--- config.mk ---
export PLATFORM = sky130hd
export DESIGN_NAME = branch_unit_ras
export DESIGN_NICKNAME = d
export VERILOG_FILES = /design/src/rtl/branch_unit_ras.sv
export SDC_FILE = /design/constraint.sdc
export NUM_CORES = 1
export LEC_CHECK = 0
export BUFFER_PORTS_ARGS = -buffer_cell sky130_fd_sc_hd__buf_2
export CAP_MARGIN = 20
export CORE_UTILIZATION = 45
export DETAILED_ROUTE_END_ITERATION = 8
export GPL_TIMING_DRIVEN = 0
export PLACE_DENSITY = 0.66
export SETUP_SLACK_MARGIN = 0.3
export SYNTH_ARGS = -nofsm -noshare
export SYNTH_HDL_FRONTEND = slang
export SYNTH_SLANG_ARGS = --single-unit
--- constraint.sdc ---
create_clock -name clk -period 4.88 [get_ports clk]
set_input_delay 0.244 -clock clk [delete_from_list [all_inputs] [get_ports clk]]
set_output_delay 0.244 -clock clk [all_outputs]
set_load 0.01 [all_outputs]
--- src/rtl/branch_unit_ras.sv ---
// branch_unit_ras: registered next-PC unit with a circular return-address stack.
// Resolves jmp/bcond/call/jr/halt/ret, owns the PC and a latched copy of the ALU flags.
module branch_unit_ras #(
    parameter int              XLEN      = 32,
    parameter int              RAS_DEPTH = 8,
    parameter logic [XLEN-1:0] RESET_PC  = '0
) (
    input  logic            clk,
    input  logic            rst_n,
    input  logic            upd_en,
    input  logic [2:0]      br_type,
    input  logic [5:0]      func,
    input  logic [XLEN-1:0] imm,
    input  logic [XLEN-1:0] des_addr,
    input  logic [2:0]      flag_in,
    input  logic            flag_we,
    output logic [XLEN-1:0] pc,
    output logic [XLEN-1:0] link_addr,
    output logic            link_we,
    output logic            halted,
    output logic            ras_empty,
    output logic            ras_full,
    output logic            ras_ovf,
    output logic            ras_unf
);

    localparam int PW = $clog2(RAS_DEPTH);
    localparam int CW = PW + 1;

    localparam logic [2:0] BR_JMP   = 3'b001;
    localparam logic [2:0] BR_BCOND = 3'b010;
    localparam logic [2:0] BR_CALL  = 3'b011;
    localparam logic [2:0] BR_JR    = 3'b100;
    localparam logic [2:0] BR_HALT  = 3'b101;
    localparam logic [2:0] BR_RET   = 3'b110;

    logic [XLEN-1:0] r_pc;
    logic [XLEN-1:0] r_link_addr;
    logic            r_link_we;
    logic            r_halted;
    logic            r_ovf;
    logic            r_unf;
    logic [2:0]      r_flag_q;
    logic [PW-1:0]   r_wp;
    logic [CW-1:0]   r_cnt;
    logic [XLEN-1:0] r_mem [RAS_DEPTH];

    logic            w_active;
    logic            w_empty;
    logic            w_full;
    logic [PW-1:0]   w_wp_dec;
    logic [XLEN-1:0] w_pc_inc;
    logic [XLEN-1:0] w_next_pc;
    logic            w_push;
    logic            w_pop;
    logic            w_halt;
    logic            w_unf;

    assign w_active = upd_en & ~r_halted;
    assign w_empty  = (r_cnt == '0);
    assign w_full   = (r_cnt == CW'(RAS_DEPTH));
    assign w_wp_dec = r_wp - 1'b1;
    assign w_pc_inc = r_pc + 1'b1;

    // Decode the branch type into the next PC and the stack/halt side effects.
    always_comb begin
        w_next_pc = w_pc_inc;
        w_push    = 1'b0;
        w_pop     = 1'b0;
        w_halt    = 1'b0;
        w_unf     = 1'b0;
        case (br_type)
            BR_JMP: begin
                if (func == 6'd0) w_next_pc = imm;
            end
            BR_BCOND: begin
                if (func <= 6'd2 && r_flag_q[func[1:0]]) w_next_pc = r_pc + imm;
            end
            BR_CALL: begin
                if (func == 6'd0) begin
                    w_next_pc = r_pc + imm;
                    w_push    = 1'b1;
                end
            end
            BR_JR: begin
                if (func == 6'd0) w_next_pc = des_addr;
            end
            BR_HALT: begin
                if (func == 6'd0) begin
                    w_next_pc = r_pc;
                    w_halt    = 1'b1;
                end
            end
            BR_RET: begin
                if (func == 6'd0) begin
                    if (w_empty) begin
                        w_unf = 1'b1;
                    end else begin
                        w_pop     = 1'b1;
                        w_next_pc = r_mem[w_wp_dec];
                    end
                end
            end
            default: ;
        endcase
    end

    // Architectural PC, link register, sticky halt, one-cycle pulses and flag latch.
    always_ff @(posedge clk or negedge rst_n) begin
        if (!rst_n) begin
            r_pc        <= RESET_PC;
            r_link_addr <= '0;
            r_link_we   <= 1'b0;
            r_halted    <= 1'b0;
            r_ovf       <= 1'b0;
            r_unf       <= 1'b0;
            r_flag_q    <= '0;
        end else begin
            r_link_we <= 1'b0;
            r_ovf     <= 1'b0;
            r_unf     <= 1'b0;
            if (flag_we) r_flag_q <= flag_in;
            if (w_active) begin
                r_pc <= w_next_pc;
                if (w_halt) r_halted <= 1'b1;
                if (w_push) begin
                    r_link_addr <= w_pc_inc;
                    r_link_we   <= 1'b1;
                    r_ovf       <= w_full;
                end
                r_unf <= w_unf;
            end
        end
    end

    // Stack pointer and occupancy; a push while full overwrites the oldest entry.
    always_ff @(posedge clk or negedge rst_n) begin
        if (!rst_n) begin
            r_wp  <= '0;
            r_cnt <= '0;
        end else if (w_active) begin
            if (w_push) begin
                r_wp <= r_wp + 1'b1;
                if (!w_full) r_cnt <= r_cnt + 1'b1;
            end else if (w_pop) begin
                r_wp  <= w_wp_dec;
                r_cnt <= r_cnt - 1'b1;
            end
        end
    end

    // Stack storage is never cleared; occupancy alone decides what is valid.
    always_ff @(posedge clk) begin
        if (w_active && w_push) r_mem[r_wp] <= w_pc_inc;
    end

    assign pc        = r_pc;
    assign link_addr = r_link_addr;
    assign link_we   = r_link_we;
    assign halted    = r_halted;
    assign ras_empty = w_empty;
    assign ras_full  = w_full;
    assign ras_ovf   = r_ovf;
    assign ras_unf   = r_unf;

endmodule
# Yosys cells after proc, flatten, opt, wreduce, memory -nomap -nowiden
# Memories as Yosys holds them, arrays and structs flattened.
# Cells that the tools add are included.
[word_totals]
reg_bits = 78
mem_bits_rw = 256
input_bits = 80
output_inout_bits = 70
word_cells = 70
n_memories = 1
[memory_table]
columns = ["memory", "depth", "word_bits", "rd", "rd_clocked_by_memory_dff", "wr", "line", "rtl"]
rows = [
  ["r_mem", 8, 32, 1, 0, 1, "46", "logic [XLEN-1:0] r_mem [RAS_DEPTH];"],
]
[op_classes]
add_sub_neg = 6
n_lt_le_gt_ge = 2
eq_ne = 9
n_mux = 31
n_bitwise = 2
n_reduce_logical = 10
[op_table]
columns = ["operator", "n"]
rows = [
  ["32-bit 2-to-1 mux", 7],
  ["32-bit one-hot mux with 6 select lines", 1],
  ["32-bit by 1-bit adder with 32-bit output, second input constant", 1],
  ["32-bit adder", 1],
  ["1-bit 2-to-1 mux", 17],
  ["4-bit 2-to-1 mux", 3],
  ["3-bit equality test, second input constant", 3],
  ["2-bit AND reduction", 4],
  ["3-bit by 2-bit equality test with 1-bit output, second input constant", 2],
  ["6-bit by 2-bit less-or-equal comparator with 1-bit output, second input constant", 1],
  ["6-bit zero test", 1],
  ["3-bit 2-to-1 mux", 2],
  ["4-bit by 1-bit adder with 4-bit output, second input constant", 1],
  ["4-bit equality test, second input constant", 1],
  ["4-bit zero test", 1],
  ["2-bit != test, second input constant", 2],
  ["4-bit by 1-bit subtractor with 4-bit output, second input constant", 1],
  ["3-bit by 1-bit adder with 3-bit output, second input constant", 1],
  ["3-bit by 1-bit equality test with 1-bit output, second input constant", 1],
  ["2-bit by 3-bit less-than comparator with 1-bit output, second input constant", 1],
  ["3-bit AND reduction", 1],
  ["3-bit by 1-bit subtractor with 3-bit output, second input constant", 1],
  ["1-bit binary-select mux with 2-bit select", 1],
  ["1-bit logical AND", 2],
  ["3 further kinds", 3],
]

# Logic depth before layout (Yosys ltp)
# Gate-level depths: netlist of run 1.
[logic_depth]
ltp_word = 6
mapped_depth = 13
ltp_nobuf = 10

# Worst setup path after synthesis of run 1
# OpenSTA, ideal clock, no wires.
[synth_path]
kind = "in2reg"
startpoint = "in func[3]"
endpoint = "mem r_mem[0][0] (enable)"
setup_time_ns = 0.501
arrival_time_ns = 4.983
setup_slack_ns = -0.605
stages = 7
path_cell_list = "or4_1 > nor2_1 > nand3_1 > or2_2 > clkbuf_1 > clkbuf_1 > nor4_1"
[synth_between]
elab_chain_len = 6
[synth_lines]
columns = ["item", "line", "rtl"]
rows = [
  ["start, declared", "12", "input logic [5:0] func,"],
  ["6-bit zero test", "80", "if (func == 6'd0) begin"],
  ["1-bit 2-to-1 mux", "80", ""],
  ["1-bit 2-to-1 mux", "72", "case (br_type)"],
  ["1-bit logical AND", "154", "if (w_active && w_push) r_mem[r_wp] <= w_pc_inc;"],
  ["1-bit 2-to-1 mux", "154", ""],
  ["1-bit 2-to-1 mux (not written as such)", "154", ""],
  ["end, declared", "46", ""],
]
# Every way passes these cells.

# Final worst setup path of run 1
[layout_path]
startpoint = "reg r_wp[0]"
endpoint = "reg r_pc[17] (netlist: pc[17])"
[layout_between]
elab_chain_len = 5
[layout_lines]
columns = ["item", "line", "rtl"]
rows = [
  ["start, declared", "44", "logic [PW-1:0] r_wp;"],
  ["start signal, assigned", "143", "r_wp <= r_wp + 1'b1;"],
  ["start signal, assigned", "146", "r_wp <= w_wp_dec;"],
  ["3-bit by 1-bit subtractor with 3-bit output", "62", "assign w_wp_dec = r_wp - 1'b1;"],
  ["memory read 8 x 32 bit", "n/a", ""],
  ["32-bit 2-to-1 mux", "96", "if (w_empty) begin"],
  ["32-bit 2-to-1 mux", "95", "if (func == 6'd0) begin"],
  ["32-bit one-hot mux with 6 select lines", "72", ""],
  ["end signal, assigned", "124", "r_pc <= w_next_pc;"],
  ["end, declared", "37", "logic [XLEN-1:0] r_pc;"],
]
# Every way passes these cells.
# A chain may end at the register's enable or synchronous reset.

==> impl_metrics.json, run 1 <==
{
  "status": "finished clean",
  "overflow": 0,
  "grt_pass1_wl_um": 70100,
  "peakVddDrop_mv": 0.218,
  "numPortBuffers": 147,
  "rows": 69,
  "yosysSeqAreaShare_pct": 59.7,
  "relSlewSlack_pct": 24.2,
  "synth_seq_cells": 334,
  "fin_crit_ns": 4.27,
  "grt_max_degree": 64,
  "drc": 0,
  "die_w_um": 191,
  "io_pins": 150,
  "synth.avg_cell_area_um2": 13.3,
  "yosys_warnings": 0,
  "synth_area_um2": 16100,
  "p_total_mw": 8.05,
  "start_kind": "register",
  "crit_type": "register to register",
  "cts_sinks": 334,
  "setup_violations": 0,
  "root_buffer": "clkbuf_16",
  "fin_crit_sh_pct": 87.5,
  "antennaDiodeCount": 0,
  "gp_congestion": 0.941,
  "ys.flop_type": "edfxtp_1",
  "layout-drive-gt1-share_pct": 22.9,
  "maxSlewViolCount": 0,
  "fin_ws_ns": 0.611,
  "final_area_um2": 19000,
  "insertion_delay_ns": 0.54,
  "cp_data_required_time_ns": 5.29,
  "preCtsSetupSlack_ns": -0.322,
  "synth_nets": 1331,
  "dp.cells": 1840,
  "initial_core_util_pct": 45.6,
  "grtUsageTotal_pct": 26.3,
  "cp_max_fo": 10,
  "timing.hold.ws_ns": 0.0706,
  "rsz0062_at_grt": "no",
  "skew_ns": 0.0194,
  "vias_per_cell": 6.07,
  "synth.most_common_cell": "edfxtp_1",
  "first_global_vias": 11189,
  "nNetsFinal": 1543,
  "place_area_um2": 17800,
  "final-hold-violation-count": 0,
  "area_growth_pct": 17.9,
  "antenna_found_initial": 0,
  "synth_cell_types": 73,
  "pwr_density_cell_nw_per_um2": 423,
  "power.leakage_nw": 7.02,
  "firstDrtPassIters": 5,
  "synthCells": 1213,
  "hold_class": "primary input to register",
  "synth-edff-count": 256,
  "final.setup.tns_ns": 0,
  "crit_arrival_ns": 4.68,
  "yosysTopAreaCell": "edfxtp_1",
  "post-synth-top-area-fraction_pct": 47.6,
  "totalWireLength_um": 47800,
  "worst_pin_slew_ns": 1.13,
  "cts_tree": "yes",
  "post_cts_buffers": 0,
  "max_cap_violations": 0,
  "cp-end-kind": "register",
  "htreeDepth": 2,
  "max_freq_ghz": 0.234,
  "cts_max_path_buffers": 3,
  "async_reset_ff_share_pct": 23.4,
  "die-area_um2": 36600,
  "vias": 11614,
  "ant_nets": 0,
  "clkTransAtPathRegs_ns": 0.06,
  "ys_top_cells_by_area": "edfxtp_1 48%, dfrtp_1 12%, mux4_2 8.9%",
  "synth.top_cells.by_count": "256 x edfxtp_1, 108 x nand2_1, 85 x nor2_1",
  "place_hpwl_um": 35300,
  "instances_no_fill": 1912,
  "final_util_pct": 53.8,
  "cts_buffers": 35,
  "avgRoutedWirePerCell_um": 25.0,
  "die_height_um": 191,
  "core_um2": 35400,
  "drt_iter0_markers": 1101
}
-- placed cells by master, fill, tap and decap left out, types with 18 or more instances in the layout --
master,instances
xor2_1,24
mux2i_1,35
a21oi_1,60
mux4_2,64
nor3_1,18
dfrtp_1,78
a221oi_1,35
clkbuf_1,50
nor2_1,82
inv_1,35
nand3_1,23
o21ai_0,70
edfxtp_1,256
clkbuf_16,36
xnor2_1,37
nand2_1,108
buf_2,155
ha_1,36
-- repair_timing --
| item | in CTS | in global routing |
|---|---|---|
| hold endpoints to repair | 82 | 0 |
| resized for setup | 7 | 4 |
| setup endpoints to repair | 25 | 21 |
| hold buffers | 8 | 0 |
-- layer usage --
layer | part of all wire (%) | vias up | GRT usage [%]
met3 | 8.2 | 100 | 4.59
met5 | 0 | - | 0
met2 | 48 | 555 | 42.9
met4 | 3.6 | 0 | 10.8
li1 | - | 5130 | -
met1 | 41 | 5829 | 34.8
-- cell families (layout without fill, tap and decap cells) --
logic type | after synthesis | count (layout) | synth area share (%)
flops | 334 | 334 | 59.7
xor+xnor | 62 | 62 | 3.36
buf+inv | 99 | 337 | 2.43
mux | 105 | 105 | 11.5
compound gates | 267 | 267 | 11.1
fa+ha+maj | 38 | 38 | 3.04
simple gates | 308 | 308 | 8.88
-- registers in the layout, summed over array words and instances, names as in the netlist, 3 cells and up --
name       cells
r_mem        256
link_addr     32
pc            32
r_cnt          4
r_flag_q       3
r_wp           3
-- layout make-up --
class | count | area [um2]
repair buffers | 175 | 1100
inverters | 35 | 131
fillers | 2920 | 16400
well taps | 461 | 577
plain buffers | 64 | 273
multi-input cells | 780 | 6180
clock inverters | 18 | 183
flip-flops and latches | 334 | 9640
clock buffers | 45 | 945
-- report_power, final --
group	switching [mW]	leakage (nW)	internal (mW)	total, mW
registers	0.177	3.24	3.32	3.49
clock network	1.10	0.548	1.54	2.64
logic	1.21	3.23	0.707	1.92
-- worst paths after layout --
check,to,slack (ns),from,depth (start not counted)
worst max-delay path,pc[17]$_DFFE_PN0P_,0.61,r_wp[0]$_DFFE_PN0P_,12
worst min-delay path,pc[22]$_DFFE_PN0P_,0.07,imm[22],3
worst max register to register,pc[17]$_DFFE_PN0P_,0.61,r_wp[0]$_DFFE_PN0P_,12
worst min register to register,link_addr[17]$_DFFE_PN0P_,0.46,link_addr[17]$_DFFE_PN0P_,2
max in group asynchronous,link_addr[8]$_DFFE_PN0P_,4.05,rst_n,3
min in group asynchronous,pc[15]$_DFFE_PN0P_,0.17,rst_n,2
-- critical path, stage by stage, from the launching register on --
cell	delay [ns]
dfrtp_1	0.37
clkbuf_2	0.27
clkbuf_4	0.35
clkbuf_2	0.40
inv_1	0.13
ha_1	0.29
xor2_2	0.40
buf_2	0.47
buf_2	0.43
mux2i_1	0.49
o21ai_0	0.18
a221oi_1	0.28
nor2_1	0.07
Power figures use the tool's default switching activity.
==> run 2: changes to the inputs <==
--- a/config.mk
+++ b/config.mk
@@ -10,7 +10,6 @@
 export CORE_UTILIZATION = 45
 export DETAILED_ROUTE_END_ITERATION = 8
 export GPL_TIMING_DRIVEN = 0
-export PLACE_DENSITY = 0.66
 export SETUP_SLACK_MARGIN = 0.3
 export SYNTH_ARGS = -nofsm -noshare
 export SYNTH_HDL_FRONTEND = slang
==> constraint.sdc (replaced) <==
create_clock -name clk -period 5.05 [get_ports clk]
set_input_delay 0.2525 -clock clk [delete_from_list [all_inputs] [get_ports clk]]
set_output_delay 0.2525 -clock clk [all_outputs]
set_load 0.01 [all_outputs]
==> impl_metrics.json, run 2 (synthesis gave the netlist of run 1 again) <==
{
  "status": "finished clean",
  "clkTransAtPathRegs_ns": 0.06,
  "setup_violations": 0,
  "start_kind": "register",
  "crit_start": "r_wp[0]$_DFFE_PN0P_",
  "seqCellArea_um2": 9640,
  "drc": 0,
  "die-area_um2": 36600,
  "multi_input_area_um2": 6180,
  "power.leakage_nw": 7.05,
  "top_register": "r_mem",
  "max_cap_violations": 0,
  "crit_arrival_ns": 4.81,
  "fill_cells": 2969,
  "maxSlewViolCount": 0,
  "skew_ns": 0.0129,
  "overflow": 0,
  "rows": 69,
  "pwr_density_cell_nw_per_um2": 414,
  "vias_per_cell": 6.02,
  "grt_max_degree": 54,
  "cts_buffers": 36,
  "core_um2": 35400,
  "timing.hold.ws_ns": 0.0128,
  "nNetsFinal": 1545,
  "io_pins": 150,
  "antennaDiodeCount": 0,
  "rsz0062_at_grt": "no",
  "final-hold-violation-count": 0,
  "final.setup.tns_ns": 0,
  "grtUsageTotal_pct": 26.6,
  "cts_max_path_buffers": 3,
  "die_w_um": 191,
  "htreeDepth": 2,
  "final_cell_mix": "256 x edfxtp_1, 156 x buf_2, 108 x nand2_1, 82 x nor2_1, 78 x dfrtp_1",
  "ant_nets": 0,
  "relSlewSlack_pct": 23.0,
  "hold_start": "upd_en",
  "fin_crit_ns": 4.41,
  "p_total_mw": 7.91,
  "crit_type": "register to register",
  "largest_register_ffs": 256,
  "initial_core_util_pct": 45.6,
  "vias": 11511,
  "place_hpwl_um": 35500,
  "insertion_delay_ns": 0.52,
  "grt_pass1_wl_um": 70600,
  "worst_pin_slew_ns": 1.15,
  "preCtsSetupSlack_ns": -0.146,
  "r2r_start": "r_wp[0]$_DFFE_PN0P_",
  "max_freq_ghz": 0.227,
  "numPortBuffers": 147,
  "first_global_vias": 11043,
  "fin_ws_ns": 0.637,
  "totalWireLength_um": 48400,
  "gp_congestion": 0.938,
  "firstDrtPassIters": 5,
  "cp_max_fo": 10,
  "avgRoutedWirePerCell_um": 25.3,
  "die_height_um": 191,
  "final_common_cell": "edfxtp_1",
  "hold_class": "primary input to register",
  "fin_crit_sh_pct": 87.4,
  "peakVddDrop_mv": 0.211,
  "layout-drive-gt1-share_pct": 23.3,
  "area_growth_pct": 18.2,
  "cts_sinks": 334,
  "cts_tree": "yes",
  "cp-end-kind": "register",
  "drt_iter0_markers": 1036,
  "antenna_found_initial": 0,
  "root_buffer": "clkbuf_16",
  "cp_data_required_time_ns": 5.45
}
-- run 2: critical path, stage by stage (launching register included) --
cell and delay [ns]:
dfrtp_1 0.36, clkbuf_2 0.27, buf_2 0.40, clkbuf_2 0.43
inv_1 0.13, ha_1 0.28, xor2_2 0.43, buf_2 0.46
buf_2 0.46, mux2i_1 0.51, o21ai_0 0.18, a221oi_1 0.26
nor2_1 0.08
-- run 2: path summary, 6_finish.rpt --
| path | end | slack [ns] | cells past startpoint |
|---|---|---|---|
| setup / recovery | pc[17]$_DFFE_PN0P_ | 0.64 | 12 |
| hold / removal | halted$_DFFE_PN0P_ | 0.01 | 2 |
| setup reg to reg | pc[17]$_DFFE_PN0P_ | 0.64 | 12 |
| hold reg to reg | link_addr[17]$_DFFE_PN0P_ | 0.47 | 2 |
| max in group asynchronous | pc[3]$_DFFE_PN0P_ | 4.20 | 3 |
| min in group asynchronous | link_addr[8]$_DFFE_PN0P_ | 0.21 | 2 |
-- run 2: area by class of cell --
| class | instances | area share [%] |
|---|---|---|
| multi-input cells | 780 | 32.4 |
| inverters | 35 | 0.689 |
| plain buffers | 64 | 1.42 |
| well taps | 461 | 3.02 |
| repair buffers | 176 | 5.72 |
| clock buffers | 42 | 4.84 |
| flip-flops and latches | 334 | 50.5 |
| clock inverters | 20 | 1.40 |
-- run 2: per-layer routing --
metal	track usage, %	share of wire, %	vias to the layer above
met1	36.7	43	5856
met2	43.4	47	444
met5	0	0	-
met3	4.15	6.1	86
li1	-	-	5125
met4	8.09	3.0	0
-- run 2: per-stage QoR --
step | instance area (um2) | utilization [%] | cells
6_report | 19100 | 53.9 | 1912
5_1_grt | 19100 | 53.9 | 1912
4_1_cts | 19100 | 53.8 | 1910
3_5_place_dp | 17800 | 50.3 | 1844
3_3_place_gp | 17500 | 49.3 | 1821
2_1_floorplan | 16200 | - | 1213
-- run 2: repair_timing --
action / CTS / global route
hold endpoints to repair: 28 / 0
gates resized for setup: 6 / 5
pin swaps: 0 / 0
endpoints found under the setup margin: 25 / 10
buffers inserted: 0 / 0
hold buffers: 4 / 0
-- run 2: report_power, final --
part | leakage, nW | internal [mW] | switching (mW)
combinational | 3.24 | 0.684 | 1.17
clock | 0.572 | 1.62 | 1.06
sequential | 3.24 | 3.21 | 0.165
total | 7.05 | 5.51 | 2.40
==> run 3: changes to the inputs <==
--- a/config.mk
+++ b/config.mk
@@ -10,6 +10,7 @@
 export CORE_UTILIZATION = 45
 export DETAILED_ROUTE_END_ITERATION = 8
 export GPL_TIMING_DRIVEN = 0
+export HOLD_SLACK_MARGIN = 0.06
 export SETUP_SLACK_MARGIN = 0.3
 export SYNTH_ARGS = -nofsm -noshare
 export SYNTH_HDL_FRONTEND = slang
==> impl_metrics.json, run 3 (synthesis gave the netlist of run 1 again) <==
{
  "status": "finished clean",
  "overflow": 0,
  "critPathMaxStageDelay_ns": 0.51,
  "place_area_um2": 17800,
  "root_buffer": "clkbuf_16",
  "insertion_delay_ns": 0.52,
  "fin_crit_sh_pct": 86.2,
  "place_hpwl_um": 35500,
  "instances_no_fill": 1916,
  "nNetsFinal": 1549,
  "cts_buffers": 36,
  "setup_violations": 0,
  "vias_per_cell": 5.99,
  "grtUsageTotal_pct": 26.6,
  "avgRoutedWirePerCell_um": 25.2,
  "die_height_um": 191,
  "peakVddDrop_mv": 0.211,
  "grt_util_met1_pct": 36.7,
  "fin_crit_ns": 4.35,
  "layout-drive-gt1-share_pct": 23.2,
  "first_global_vias": 11064,
  "final_area_um2": 19100,
  "post_cts_buffers": 0,
  "clkTransAtPathRegs_ns": 0.06,
  "cp_common_cell": "buf_2",
  "final_common_cell": "edfxtp_1",
  "antenna_found_initial": 0,
  "htreeDepth": 2,
  "area_growth_pct": 18.4,
  "p_clk_share_pct": 33.9,
  "hold_start": "imm[22]",
  "skew_ns": 0.0134,
  "crit_family": "buffers and inverters",
  "final-hold-violation-count": 0,
  "numPortBuffers": 147,
  "io_pins": 150,
  "firstDrtPassIters": 5,
  "cts_tree": "yes",
  "grt_max_degree": 54,
  "max_freq_ghz": 0.230,
  "totalWireLength_um": 48400,
  "initial_core_util_pct": 45.6,
  "pwr_density_cell_nw_per_um2": 414,
  "relSlewSlack_pct": 23.3,
  "fin_ws_ns": 0.697,
  "drt_iter0_markers": 1011,
  "final.setup.tns_ns": 0,
  "top_register": "r_mem",
  "hold_class": "primary input to register",
  "timing.hold.ws_ns": 0.0957,
  "path_buf_inv": 6,
  "max_cap_violations": 0,
  "grt_pass1_wl_um": 70700,
  "cp_max_fo": 10,
  "maxSlewViolCount": 0,
  "crit_slowest_cell": "mux2i_1",
  "crit_arrival_ns": 4.75,
  "vias": 11470,
  "die_w_um": 191,
  "rows": 69,
  "r2r_start": "r_wp[0]$_DFFE_PN0P_",
  "grt_use_met2_pct": 43.4,
  "reg2reg_slack_ns": 0.70,
  "die-area_um2": 36600,
  "cts_max_path_buffers": 3,
  "drc": 0,
  "combPwrFrac_pct": 23.5,
  "cp_data_required_time_ns": 5.45,
  "final_cell_mix": "256 x edfxtp_1, 156 x buf_2, 108 x nand2_1, 82 x nor2_1, 78 x dfrtp_1",
  "r2r_end": "pc[18]$_DFFE_PN0P_",
  "swShare_pct": 30.3,
  "crit_type": "register to register",
  "fill_cells": 2965,
  "cts_sinks": 334,
  "cp-end-kind": "register",
  "core_um2": 35400,
  "rsz0062_at_grt": "no",
  "grt-busiest-layer": "met2",
  "gp_congestion": 0.938,
  "seqPwrFrac_pct": 42.6,
  "largest_register_ffs": 256,
  "ant_nets": 0,
  "crit_start": "r_wp[0]$_DFFE_PN0P_",
  "worst_pin_slew_ns": 1.14,
  "dp.cells": 1844,
  "hold_depth": 3,
  "antennaDiodeCount": 0,
  "start_kind": "register",
  "met3_usage_pct": 4.15,
  "power.leakage_nw": 7.07,
  "preCtsSetupSlack_ns": -0.146,
  "hold_path_end": "pc[22]$_DFFE_PN0P_",
  "p_int_mw": 5.51,
  "path_cells": "clkbuf_2, buf_2, clkbuf_2, inv_1, ha_1, xor2_2, buf_2, buf_2, mux2i_1, o21ai_0, a221oi_1, nor2_1",
  "rr_worst_depth": 12,
  "net-switching-power_mw": 2.40
}
-- run 3: cell types whose count changed in the layout (fill, tap and decap cells not counted) --
cell and delta:
dlygate4sd3_1 +4
-- run 3: worst max-delay path by stage --
| stage | endpoint | slack, ns | cells after the start |
|---|---|---|---|
| 6_report | pc[18]$_DFFE_PN0P_ | 0.70 | 12 |
| 5_1_grt | pc[17]$_DFFE_PN0P_ | 0.40 | 12 |
| 4_1_cts | pc[17]$_DFFE_PN0P_ | 0.30 | 12 |
| 3_5_place_dp | pc[17]$_DFFE_PN0P_ | -0.15 | 12 |
| 3_3_place_gp | r_mem[4][16]$_DFFE_PP_ | -2.71 | 8 |
| 2_1_floorplan | r_mem[2][0]$_DFFE_PP_ | 0.37 | 7 |
-- run 3: power by group through the flow --
stage	Sequential, mW	Combinational [mW]	Clock, mW
2_1_floorplan	3.40	1.16	0
3_3_place_gp	3.42	1.79	0
3_5_place_dp	3.42	1.81	0
4_1_cts	3.37	1.83	2.72
5_1_grt	3.38	2.01	2.82
6_report	3.37	1.86	2.68
-- run 3: layout make-up --
class	instances	area, um2	area share [%]
sequential	334	9640	50.4
clock buffer	42	923	4.83
inverter	35	131	0.687
clock inverter	20	267	1.39
buffer	64	270	1.41
multi-input combinational	780	6180	32.3
tap	461	577	3.02
timing repair buffer	180	1130	5.92
-- run 3: metrics by stage --
step	power, mW	util, %
2_1_floorplan	4.56	-
3_3_place_gp	5.21	49.3
3_5_place_dp	5.24	50.3
4_1_cts	7.92	54.0
5_1_grt	8.22	54.0
6_report	7.91	54.0
-- run 3: layer usage --
metal / vias up / wire length [um]
li1: 5124 / -
met1: 5817 / 20900
met2: 441 / 22900
met3: 88 / 3060
met4: 0 / 1420
met5: - / 0
-- run 3: worst reg2reg max path: cells and delay by family, from the launching register on --
| kind | cells | cell delay [ns] |
|---|---|---|
| xor gates and xnor gates | 1 | 0.43 |
| AOI/OAI and AO/OA | 2 | 0.43 |
| and+or+nand+nor | 1 | 0.08 |
| buffers and inverters | 6 | 2.14 |
| DFF | 1 | 0.35 |
| adders and majority gates | 1 | 0.27 |
| muxes | 1 | 0.52 |
-- run 3: timing repair --
| action | in CTS | in global routing |
|---|---|---|
| hold buffers | 8 | 0 |
| endpoints found under the hold margin | 34 | 0 |
| gates resized for setup | 6 | 5 |
| setup endpoints to repair | 25 | 10 |
